<file path="config.mk">
export PLATFORM = sky130hd
export DESIGN_NAME = led_fade_driver_flat
export DESIGN_NICKNAME = d
export VERILOG_FILES = /design/src/rtl/led_fade_if.sv /design/src/rtl/led_fade_driver.sv /design/src/flat_wrapper.sv
export SDC_FILE = /design/constraint.sdc
export NUM_CORES = 1
export LEC_CHECK = 0
export CELL_PAD_IN_SITES_DETAIL_PLACEMENT = 1
export CELL_PAD_IN_SITES_GLOBAL_PLACEMENT = 1
export CORE_UTILIZATION = 30
export DETAILED_ROUTE_END_ITERATION = 8
export PLACE_DENSITY = 0.54
export SLEW_MARGIN = 20
export SYNTH_ARGS = -nofsm -noshare
export SYNTH_HDL_FRONTEND = slang
export SYNTH_SLANG_ARGS = --single-unit
</file>
<file path="constraint.sdc">
create_clock -name clk -period 4.4 [get_ports clk]
set_input_delay 0.66 -clock clk [delete_from_list [all_inputs] [get_ports clk]]
set_output_delay 0.66 -clock clk [all_outputs]
set_load 0.02 [all_outputs]
</file>
<file path="src/rtl/led_fade_if.sv">
// Pattern/drive bundle between the LED pattern decoder and the fade driver.
// The decoder side (master) supplies targets and freeze; the driver side
// (slave) returns the pin drive and status flags.
interface led_fade_if #(
    parameter int N_LEDS = 6
);
    logic [N_LEDS-1:0] pattern;
    logic              freeze;
    logic [N_LEDS-1:0] leds;
    logic              period_start;
    logic              all_settled;

    modport master (
        output pattern,
        output freeze,
        input  leds,
        input  period_start,
        input  all_settled
    );

    modport slave (
        input  pattern,
        input  freeze,
        output leds,
        output period_start,
        output all_settled
    );
endinterface

</file>
<file path="src/rtl/led_fade_driver.sv">
// LED fade driver: per-LED brightness levels ramp toward the on/off target
// on a prescaled tick; levels are latched at the PWM period boundary and
// compared against a free-running PWM counter to drive the pins.
module led_fade_driver #(
    parameter int N_LEDS     = 6,
    parameter int PWM_BITS   = 8,
    parameter int RAMP_DIV   = 27000,
    parameter int STEP       = 8,
    parameter int ACTIVE_LOW = 1
) (
    input  logic      clk,
    input  logic      rst,
    led_fade_if.slave bus
);
    localparam int DIV_W = (RAMP_DIV > 1) ? $clog2(RAMP_DIV) : 1;
    localparam logic [PWM_BITS-1:0]        LVL_MAX = '1;
    localparam logic signed [PWM_BITS+1:0] SMAX    = $signed({2'b00, LVL_MAX});
    localparam logic signed [PWM_BITS+1:0] SSTEP   = (PWM_BITS+2)'(STEP);
    localparam logic [N_LEDS-1:0]          POL     = {N_LEDS{(ACTIVE_LOW != 0)}};
    localparam logic [DIV_W-1:0]           DIV_LAST = DIV_W'(RAMP_DIV - 1);

    // One ramp step with two guard bits so neither direction can wrap;
    // the result is clamped back into 0..MAX.
    function automatic logic [PWM_BITS-1:0] ramp_sat(
        input logic [PWM_BITS-1:0] cur,
        input logic                up
    );
        logic signed [PWM_BITS+1:0] sum;
        sum = $signed({2'b00, cur}) + (up ? SSTEP : -SSTEP);
        if (sum > SMAX)
            return LVL_MAX;
        else if (sum < 0)
            return '0;
        else
            return sum[PWM_BITS-1:0];
    endfunction

    logic [PWM_BITS-1:0] pwm_cnt;
    logic [DIV_W-1:0]    presc;
    logic                ramp_tick;
    logic [PWM_BITS-1:0] level  [N_LEDS];
    logic [PWM_BITS-1:0] duty_q [N_LEDS];
    logic [N_LEDS-1:0]   lit;
    logic [N_LEDS-1:0]   at_target;
    logic [N_LEDS-1:0]   leds_p1;
    logic                period_start_p1;
    logic                all_settled_p1;

    assign ramp_tick = (presc == DIV_LAST);

    // Per-LED lit decision and settle status from the current state.
    always_comb begin
        lit       = '0;
        at_target = '0;
        for (int i = 0; i < N_LEDS; i++) begin
            lit[i]       = (duty_q[i] == LVL_MAX) || (pwm_cnt < duty_q[i]);
            at_target[i] = (level[i] == (bus.pattern[i] ? LVL_MAX : '0));
        end
    end

    // Counters, ramp levels, period-boundary duty latch and registered outputs.
    always_ff @(posedge clk) begin
        if (!rst) begin
            pwm_cnt         <= '0;
            presc           <= '0;
            leds_p1         <= POL;
            period_start_p1 <= 1'b0;
            all_settled_p1  <= 1'b0;
            for (int i = 0; i < N_LEDS; i++) begin
                level[i]  <= '0;
                duty_q[i] <= '0;
            end
        end else begin
            pwm_cnt         <= pwm_cnt + 1'b1;
            presc           <= ramp_tick ? '0 : presc + 1'b1;
            // stage p1: pin drive and flags, one cycle behind pwm_cnt
            leds_p1         <= lit ^ POL;
            period_start_p1 <= (pwm_cnt == '0);
            all_settled_p1  <= &at_target;
            for (int i = 0; i < N_LEDS; i++) begin
                if (pwm_cnt == LVL_MAX)
                    duty_q[i] <= level[i];
                if (ramp_tick && !bus.freeze)
                    level[i] <= ramp_sat(level[i], bus.pattern[i]);
            end
        end
    end

    assign bus.leds         = leds_p1;
    assign bus.period_start = period_start_p1;
    assign bus.all_settled  = all_settled_p1;
endmodule
</file>
<file path="src/flat_wrapper.sv">
// flat-port wrapper written by rule: the top's interface ports become plain ports
module led_fade_driver_flat 
#(
    parameter int N_LEDS     = 6,
    parameter int PWM_BITS   = 8,
    parameter int RAMP_DIV   = 27000,
    parameter int STEP       = 8,
    parameter int ACTIVE_LOW = 1
)
  (clk, rst, bus_pattern, bus_freeze, bus_leds, bus_period_start, bus_all_settled);
  led_fade_if #(.N_LEDS(N_LEDS)) bus_i ();
  input  logic clk;
  input  logic rst;
  input wire logic [$bits(bus_i.pattern)-1:0] bus_pattern;
  input wire logic [$bits(bus_i.freeze)-1:0] bus_freeze;
  output wire logic [$bits(bus_i.leds)-1:0] bus_leds;
  output wire logic [$bits(bus_i.period_start)-1:0] bus_period_start;
  output wire logic [$bits(bus_i.all_settled)-1:0] bus_all_settled;
  assign bus_i.pattern = bus_pattern;
  assign bus_i.freeze = bus_freeze;
  assign bus_leds = bus_i.leds;
  assign bus_period_start = bus_i.period_start;
  assign bus_all_settled = bus_i.all_settled;
  led_fade_driver #(.N_LEDS(N_LEDS), .PWM_BITS(PWM_BITS), .RAMP_DIV(RAMP_DIV), .STEP(STEP), .ACTIVE_LOW(ACTIVE_LOW)) u_core (.clk(clk), .rst(rst), .bus(bus_i));
endmodule
</file>
Yosys cells after proc, flatten, opt, wreduce, memory -nomap -nowiden:

Memory sizes are Yosys's and may differ from the RTL's.
Index checks and enable logic that the tools add are counted.

* bits of input ports: 9
* logic and storage cells: 127
* memory bits (read-only): 0
* output and inout bits: 8
* memories: 2
* flip-flop bits (word level): 31
* latch bits: 0
* bits in writable memories: 96

Memories
* u_core.duty_q: words 6, bits a word 8, rd ports 6, clocked after memory_dff 0, write ports 6, RTL line led_fade_driver.sv:42 `logic [PWM_BITS-1:0] duty_q [N_LEDS];`
* u_core.level: words 6, bits a word 8, rd ports 6, clocked after memory_dff 0, write ports 6, RTL line led_fade_driver.sv:41 `logic [PWM_BITS-1:0] level [N_LEDS];`

* equality and inequality tests: 14
* mux-type cells: 55
* reductions and logical operators: 11
* div/mod/pow operators: 0
* bitwise logic cells: 14
* $add $sub $neg: 8
* $lt $le $gt $ge: 18
* shifts and indexed selects: 0
* $mul: 0

Operators with widths (number)
* 2-to-1 mux 8 bit: 42
* adder 9 x 10 -> 10 bit: 6
* > comparator 10 x 9 -> 1 bit (second input constant): 6
* less-than comparator 10 x 1 -> 1 bit (second input constant): 6
* 2-to-1 mux 10 bit: 6
* equality test 8 bit (second input constant): 7
* equality test 8 bit: 6
* less-than comparator 8 bit: 6
* adder 15 x 1 -> 15 bit (second input constant): 1
* equality test 15 bit (second input constant): 1
* bitwise OR 1 bit: 12
* adder 8 x 1 -> 8 bit (second input constant): 1
* logical NOT 8 bit: 1
* 2-to-1 mux 1 bit: 7
* logical OR 1 bit: 6
* NOT 6 bit: 1
* AND reduction 6 bit: 1
* OR reduction 2 bit: 1
* logical AND 1 bit: 1
* logical NOT 1 bit: 1
* NOT 1 bit: 1

Logic depth before layout (Yosys ltp):

Gate-level depths: netlist (run 1).

* depth in word-level cells: 8
* depth in mapped cells: 9
* mapped depth without buffers: 7

Least setup slack after synthesis (run 1):

No wires, ideal clock.

* path type: reg-to-reg
* start point: register u_core.pwm_cnt[1]
* end point: memory u_core.duty_q[1][2], in the netlist u_core.duty_q[0][10], enable pin
* cell stages (with the launch flop): 5
* buffers on the path: 1
* setup slack: 0.317 ns
* required time: 3.921 ns
* library setup time: 0.479 ns
* period minus slack after synthesis: 4.083 ns
* arrival time: 3.604 ns
* cells stage by stage: dfxtp_1 ha_1 nand3_1 clkbuf_1 o21ai_0

RTL lines
* start, declared: RTL line led_fade_driver.sv:38 `logic [PWM_BITS-1:0] pwm_cnt;`
* start signal, assigned: RTL line led_fade_driver.sv:74 `pwm_cnt <= pwm_cnt + 1'b1;`
* end, declared: RTL line led_fade_driver.sv:42

==> results of run 1 <==
-- power breakdown --
part	switching [mW]	total (mW)	internal, mW
combinational	0.287	0.473	0.186
sequential	0.0328	1.10	1.07
clock	0.373	0.864	0.491
-- path summary, 6_finish.rpt --
path                                                        start                                end  slack [ns]
worst max-delay path                               bus_pattern[2]  u_core.level[0][17]$_SDFFCE_PN0P_        1.23
worst min-delay path                   u_core.presc[0]$_SDFF_PP0_         u_core.presc[0]$_SDFF_PP0_        0.47
worst max register to register  u_core.level[0][19]$_SDFFCE_PN0P_  u_core.level[0][17]$_SDFFCE_PN0P_        1.75
worst min register to register         u_core.presc[0]$_SDFF_PP0_         u_core.presc[0]$_SDFF_PP0_        0.47
-- cells by family (layout without fill, tap and decap cells) --
family                   after synthesis  in the layout
buffers and inverters                106            121
AO/OA/AOI/OAI                        181            181
flip-flops                           103            103
adder cells (fa/ha/maj)               81             81
AND/OR/NAND/NOR                      292            292
XOR/XNOR                              40             40
multiplexers                           3              3
-- placed cells by master, fill, tap and decap left out, types with 24 or more instances in the layout --
cell	instances
nor3_1	24
edfxtp_1	72
nor2_1	64
nand2_1	27
nand3_1	29
dfxtp_1	31
a21oi_1	53
o21ai_0	24
ha_1	75
inv_1	70
nor4_1	28
-- critical path, stage by stage --
cell             delay, ns
clkdlybuf4s50_1       0.45
buf_4                 0.21
inv_1                 0.17
ha_1                  0.44
nor2_1                0.09
a21oi_1               0.36
a21oi_1               0.31
and3_1                0.25
o31ai_1               0.25
-- final cells by class --
class	count	area [sq um]	area share [%]
well taps	324	405	4.86
multi-input cells	597	4270	51.2
flip-flops and latches	103	2780	33.4
inverters	72	270	3.24
repair buffers	33	288	3.45
clock inverters	1	5.00	0.0601
clock buffers	15	313	3.75
-- through the flow --
stage | total power, mW | setup slack [ns] | instance area [sq um]
3_5_place_dp | 1.60 | 0.894 | 8020
6_report | 2.44 | 1.23 | 8330
2_1_floorplan | 1.45 | 0.317 | 7460
4_1_cts | 2.47 | 1.26 | 8330
3_3_place_gp | 1.58 | 1.04 | 8020
5_1_grt | 2.56 | 1.07 | 8330
-- flip-flops by register name, indices dropped and copies added, names as in the netlist --
signal and flops:
u_core.duty_q 36, u_core.level 36, u_core.presc 15, u_core.pwm_cnt 8, u_core.bus.leds 6, u_core.bus.all_settled 1, u_core.bus.period_start 1
-- layer usage --
metal	global-route usage [%]	vias to the layer above	wire length [um]
met1	22.8	2994	10300
met3	2.42	14	486
met2	28.9	55	10000
met5	0	-	0
met4	4.63	0	317
li1	-	2997	-
==> results.toml, run 1 <==
[status]
outcome = "finished clean"

[synth]
ys_top_cells_by_count = "ha_1 (75), edfxtp_1 (72), inv_1 (70)"
seq_area_frac_synth_pct = 37.3
synth_top_area_share_pct = 29.0
yosys.area_share.simple_pct = 21.4
ys_warn_count = 0
synth_fa_ha_area_share_pct = 14.2
avgSynthCellArea_sq_um = 9.25
syn_inst = 806
synth-compound-area-share_pct = 16.4
synth_largest_area_cell = "edfxtp_1"
synthesis.area_sq_um = 7460
synth_ff_type = "edfxtp_1"
synthArstFlopShare_pct = 0
syn-num-nets = 896
synthXorXnorAreaFrac_pct = 4.70
synth-edff-count = 72
ys_top_cells_by_area = "edfxtp_1 (29%), ha_1 (13%), dfxtp_1 (8.3%)"
synth_most_common_cell = "ha_1"
synth_mux_area_share_pct = 0.403
synth_top_family_by_area = "simple AND/OR/NAND/NOR gates"
synth_seq_cells = 103
yosysUniqueCellTypes = 63

[sta]
holdWs_ns = 0.471
finalSetupViolCount = 0
fin_crit_sh_pct = 72.0
hold_violations = 0
drv_slew = 0
fin_skew_ns = 0.00512
finalCriticalPeriod_ns = 3.17
slew-limit-headroom_pct = 56.3
fmax_mhz = 316
fin_tns_setup_ns = 0
worstMarginPinSlew_ns = 0.655
rsz0062_at_grt = "false"

[worst_setup_path]
r2r.worst_path.cells = 7
critPathLaunchType = "primary input"
end_kind = "flop"
path_class = "in -> reg"
critPathMaxFanout = 18
worstPathArrival_ns = 3.21
required_ns = 4.44

[placement]
dp_hpwl_um = 15500
placedCellCount = 1129
gp_congestion = 0.808
port_buffers = 16

[floorplan]
core_sq_um = 24300
start_util_pct = 30.7
io_pins = 17
rows = 57
die_w_um = 160
die_h_um = 160
die_area_sq_um = 25500

[clock_network]
hold_buffers = 0
cts_tree = "built"
htree_levels = 3
cts-root-to-sink-buffers = 2
clkTransAtPathRegs_ns = 0.07
cts_setup_buffers = 0
numCtsBuffers = 9
post_cts_resized = 0
clock-root-buffer = "clkbuf_16"
clock-sinks = 103
clock_latency_ns = 0.35

[route]
vias_per_cell = 5.29
firstDrtPassIters = 4
drc_errors = 0
vias = 6060
postRouteAntennaNets = 0
drt_iter0_markers = 398
wirelength_um = 21100
wire_per_inst_um = 18.4

[power]
cellLeakagePower_nw = 3.24
powerDensity_nw_per_um2 = 293
vdd.ir_drop.worst_v = 0.000165

[finish]
utilization_pct = 34.3
diodes = 0
fin_nets = 906
layout-drive-gt1-share_pct = 5.72
stdcell_count = 1145
fill_cells = 2780
area_delta_synth_final_pct = 11.8

[grt]
grt_max_degree = 33
grt_pass1_vias = 6404
grt_use_total_pct = 17.1
gr-total-overflow = 0
grt_pass1_wl_um = 34700
antenna_found_initial = 0

[run]
cap_viol_max_count = 0

[min_path]
hold_class = "reg -> reg"
whs_path_depth = 1
Power figures use the tool's default switching activity.
==> run 2: changes to the inputs <==
Settings changed: PLACE_DENSITY 0.54 to 0.56.
Clock period 4.4 ns to 2.9 ns, I/O delays scaled along.
==> results.toml, run 2 (synthesis gave the netlist of run 1 again) <==
[route]
vias = 6244
vias_per_cell = 5.27
wirelength_um = 21200
postRouteAntennaNets = 0
drc_errors = 0
drt_iter0_markers = 371
wire_per_inst_um = 17.9
firstDrtPassIters = 5

[status]
outcome = "finished clean"

[placement]
gp_congestion = 0.832
dp_worst_setup_slack_ns = -0.0651
dp_hpwl_um = 16300
port_buffers = 16

[finish]
area_delta_synth_final_pct = 16.1
layout_commonest_cell = "ha_1"
diodes = 0
register_area_sq_um = 2780
utilization_pct = 35.6
layout-drive-gt1-share_pct = 10.2
fin_nets = 945
fill_cells = 2799
layout_common_cells = "ha_1 (75), edfxtp_1 (72), inv_1 (70), nor2_1 (64), a21oi_1 (53)"
reg_top3 = "u_core.duty_q (36), u_core.level (36), u_core.presc (15)"
multi_input_area_sq_um = 4260

[grt]
antenna_found_initial = 0
grt_max_degree = 37
grt_pass1_wl_um = 34900
gr-total-overflow = 0
grt_pass1_vias = 6590
grt_use_total_pct = 17.2

[sta]
worstMarginPinSlew_ns = 0.639
drv_slew = 0
finalCriticalPeriod_ns = 2.59
fmax_mhz = 386
rsz0062_at_grt = "false"
final.setup.worst_slack_ns = 0.307
hold_violations = 0
fin_skew_ns = 0.0110
holdWs_ns = 0.499
slew-limit-headroom_pct = 57.4
finalSetupViolCount = 0
fin_crit_sh_pct = 89.4
fin_tns_setup_ns = 0

[clock_network]
clock-sinks = 103
clock_latency_ns = 0.35
post_cts_resized = 0
cts_setup_buffers = 0
htree_levels = 3
cts_tree = "built"
hold_buffers = 0
clock-root-buffer = "clkbuf_16"
cts-root-to-sink-buffers = 2
clkTransAtPathRegs_ns = 0.08
numCtsBuffers = 9

[floorplan]
rows = 57
core_sq_um = 24300
die_area_sq_um = 25500
die_h_um = 160
start_util_pct = 30.7
die_w_um = 160
io_pins = 17

[power]
powerDensity_nw_per_um2 = 429
cellLeakagePower_nw = 3.44
vdd.ir_drop.worst_v = 0.000269

[run]
cap_viol_max_count = 0

[worst_setup_path]
critPathLaunchType = "primary input"
critPathMaxFanout = 11
worstPathArrival_ns = 2.76
required_ns = 3.06
path_class = "in -> reg"
end_kind = "flop"

[min_path]
hold_class = "reg -> reg"
==> run 2: cell count changes in the layout (fill, tap and decap cells not counted), sizes merged <==
| cell | previous run | this run |
|---|---|---|
| clkbuf | 15 | 11 |
| buf | 17 | 56 |
| inv | 72 | 77 |
| clkinv | 1 | 0 |
==> run 2: worst paths after layout <==
path,from,to,slack [ns],depth (start not counted)
worst max-delay path,bus_pattern[1],u_core.level[0][12]$_SDFFCE_PN0P_,0.31,8
worst min-delay path,u_core.presc[0]$_SDFF_PP0_,u_core.presc[0]$_SDFF_PP0_,0.50,1
worst max register to register,u_core.level[0][19]$_SDFFCE_PN0P_,u_core.level[0][17]$_SDFFCE_PN0P_,0.46,7
worst min register to register,u_core.presc[0]$_SDFF_PP0_,u_core.presc[0]$_SDFF_PP0_,0.50,1
==> run 2: per-layer routing <==
layer  share of wire [%]  track usage [%]
met1                  47             23.0
met2                  48             28.2
met3                 3.5             2.13
met4                 1.8             6.51
met5                   0                0
==> run 2: critical path, stage by stage <==
cell and delay [ns]:
clkdlybuf4s50_1 0.54, inv_2 0.14, ha_1 0.28, or2_2 0.31
o221a_2 0.27, nor2_1 0.30, xnor2_1 0.17, nor4_1 0.32
==> run 2: cell type report <==
| type | instances | area share, % |
|---|---|---|
| Multi-Input combinational cell | 597 | 49.2 |
| Sequential cell | 103 | 32.1 |
| Timing Repair Buffer | 72 | 7.28 |
| Tap cell | 324 | 4.68 |
| Inverter | 72 | 3.12 |
| Clock buffer | 11 | 3.05 |
| Clock inverter | 5 | 0.477 |
==> run 2: where the power goes <==
group	switching, mW	internal (mW)	total [mW]
registers	0.0464	1.62	1.67
clock network	0.587	0.673	1.26
logic	0.453	0.330	0.783
==> run 2: stage by stage <==
stage / std cells / instance area, sq um / power [mW]
2_1_floorplan: 806 / 7460 / 2.20
3_3_place_gp: 1168 / 8350 / 2.45
3_5_place_dp: 1168 / 8350 / 2.49
4_1_cts: 1184 / 8660 / 3.77
5_1_grt: 1184 / 8660 / 3.90
6_report: 1184 / 8660 / 3.71
==> run 3: changes to the inputs <==
Settings changed: CTS_CLUSTER_SIZE from default to 16, PLACE_DENSITY 0.56 to default, PLACE_DENSITY_LB_ADDON from default to 0.1.
Clock period 2.9 ns to 3.25 ns, I/O delays scaled along.
==> results.toml, run 3 (synthesis gave the netlist of run 1 again) <==
[sta]
fin_skew_ns = 0.0103
holdWs_ns = 0.487
worstMarginPinSlew_ns = 0.617
slew-limit-headroom_pct = 58.9
fin_crit_sh_pct = 86.5
hold_violations = 0
drv_slew = 0
finalCriticalPeriod_ns = 2.81
fin_tns_setup_ns = 0
finalSetupViolCount = 0
fmax_mhz = 356
final.setup.worst_slack_ns = 0.440
rsz0062_at_grt = "false"

[finish]
multi_input_area_sq_um = 4270
diodes = 0
layout_commonest_cell = "ha_1"
fin_nets = 919
reg_top3 = "u_core.duty_q (36), u_core.level (36), u_core.presc (15)"
register_area_sq_um = 2780
layout-drive-gt1-share_pct = 7.43
fill_cells = 2817
layout_common_cells = "ha_1 (75), edfxtp_1 (72), inv_1 (70), nor2_1 (64), a21oi_1 (53)"
stdcell_count = 1158
utilization_pct = 34.6
area_delta_synth_final_pct = 12.9

[placement]
dp_worst_setup_slack_ns = 0.00132
port_buffers = 16
placedCellCount = 1142
gp_congestion = 0.848
dp_hpwl_um = 16000

[min_path]
min-delay-start = "u_core.presc[0]$_SDFF_PP0_"
min_delay_worst_endpoint = "u_core.presc[0]$_SDFF_PP0_"
hold_class = "reg -> reg"
whs_path_depth = 1

[worst_setup_path]
critPathBufInv = 2
end_kind = "flop"
cp_top_family = "compound AO/OA/AOI/OAI gates"
r2r.worst_path.cells = 5
required_ns = 3.35
critPathMaxFanout = 8
crit_chain = "clkdlybuf4s50_1 -> inv_1 -> ha_1 -> nand3b_1 -> o22ai_1 -> nor2_1 -> xnor2_1 -> a21oi_1"
critPathLaunchType = "primary input"
path_class = "in -> reg"
critPathSlowestCell = "o22ai_1"
reg2reg_slack_ns = 0.79
worstPathArrival_ns = 2.91
rr_endpoint = "u_core.duty_q[0][10]$_SDFFCE_PN0P_"
r2r_start = "u_core.pwm_cnt[1]$_SDFF_PN0_"
slowest_delay_ns = 0.53

[route]
wire_per_inst_um = 18.4
vias = 6236
vias_per_cell = 5.39
postRouteAntennaNets = 0
wirelength_um = 21300
drc_errors = 0
firstDrtPassIters = 4
drt_iter0_markers = 379

[clock_network]
cts_setup_buffers = 0
cts-root-to-sink-buffers = 2
hold_buffers = 0
clkTransAtPathRegs_ns = 0.07
post_cts_resized = 0
clock-sinks = 103
numCtsBuffers = 9
htree_levels = 3
clock-root-buffer = "clkbuf_16"
cts_tree = "built"
clock_latency_ns = 0.35

[power]
cellLeakagePower_nw = 3.30
vdd.ir_drop.worst_v = 0.000245
powerDensity_nw_per_um2 = 386

[floorplan]
core_sq_um = 24300
rows = 57
die_w_um = 160
die_area_sq_um = 25500
die_h_um = 160
io_pins = 17
start_util_pct = 30.7

[grt]
gr-total-overflow = 0
grt_max_degree = 33
grt_pass1_wl_um = 34900
antenna_found_initial = 0
grt_use_total_pct = 17.2
grt_pass1_vias = 6439

[status]
outcome = "finished clean"

[run]
cap_viol_max_count = 0
==> run 3: changes by cell type in the layout (fill, tap and decap cells not counted), sizes merged <==
cell / before / now
clkinv: 0 / 2
buf: 56 / 30
inv: 77 / 76
clkbuf: 11 / 10
==> run 3: cell type report <==
cell class	count	share of cell area, %
flip-flops and latches	103	33.1
clock buffers	10	2.97
repair buffers	46	4.73
well taps	324	4.82
inverters	72	3.21
multi-input cells	597	50.8
clock inverters	6	0.446
==> run 3: worst max-delay path by stage <==
stage,cells past startpoint,slack (ns),start,end
floorplan,4,0.14,u_core.pwm_cnt[1]$_SDFF_PN0_,u_core.duty_q[0][10]$_SDFFCE_PN0P_
global placement,7,0.05,bus_pattern[4],u_core.bus.all_settled$_SDFF_PN0_
detailed placement,7,0.001,bus_pattern[4],u_core.bus.all_settled$_SDFF_PN0_
CTS,7,0.38,bus_pattern[4],u_core.bus.all_settled$_SDFF_PN0_
global route,8,0.19,bus_pattern[4],u_core.level[0][35]$_SDFFCE_PN0P_
finish,8,0.44,bus_pattern[5],u_core.level[0][45]$_SDFFCE_PN0P_
==> run 3: report_power, final <==
| part | switching (mW) | total (mW) | internal (mW) |
|---|---|---|---|
| sequential | 0.0428 | 1.49 | 1.45 |
| combinational | 0.395 | 0.662 | 0.267 |
| clock | 0.523 | 1.09 | 0.569 |
| total | 0.960 | 3.25 | 2.29 |
==> run 3: per-stage QoR <==
step,power (mW),cell area [sq um]
after global placement,2.16,8130
after CTS,3.28,8410
after floorplan,1.96,7460
after global routing,3.41,8410
final,3.25,8410
after detailed placement,2.18,8130
==> run 3: per-layer routing <==
metal | share of wire [%] | GRT usage [%] | wire length (um) | vias to the layer above
met4 | 1.9 | 5.64 | 403 | 0
li1 | - | - | - | 3036
met2 | 45 | 27.9 | 9660 | 74
met5 | 0 | 0 | 0 | -
met1 | 50 | 24.0 | 10700 | 3097
met3 | 2.5 | 1.77 | 529 | 29
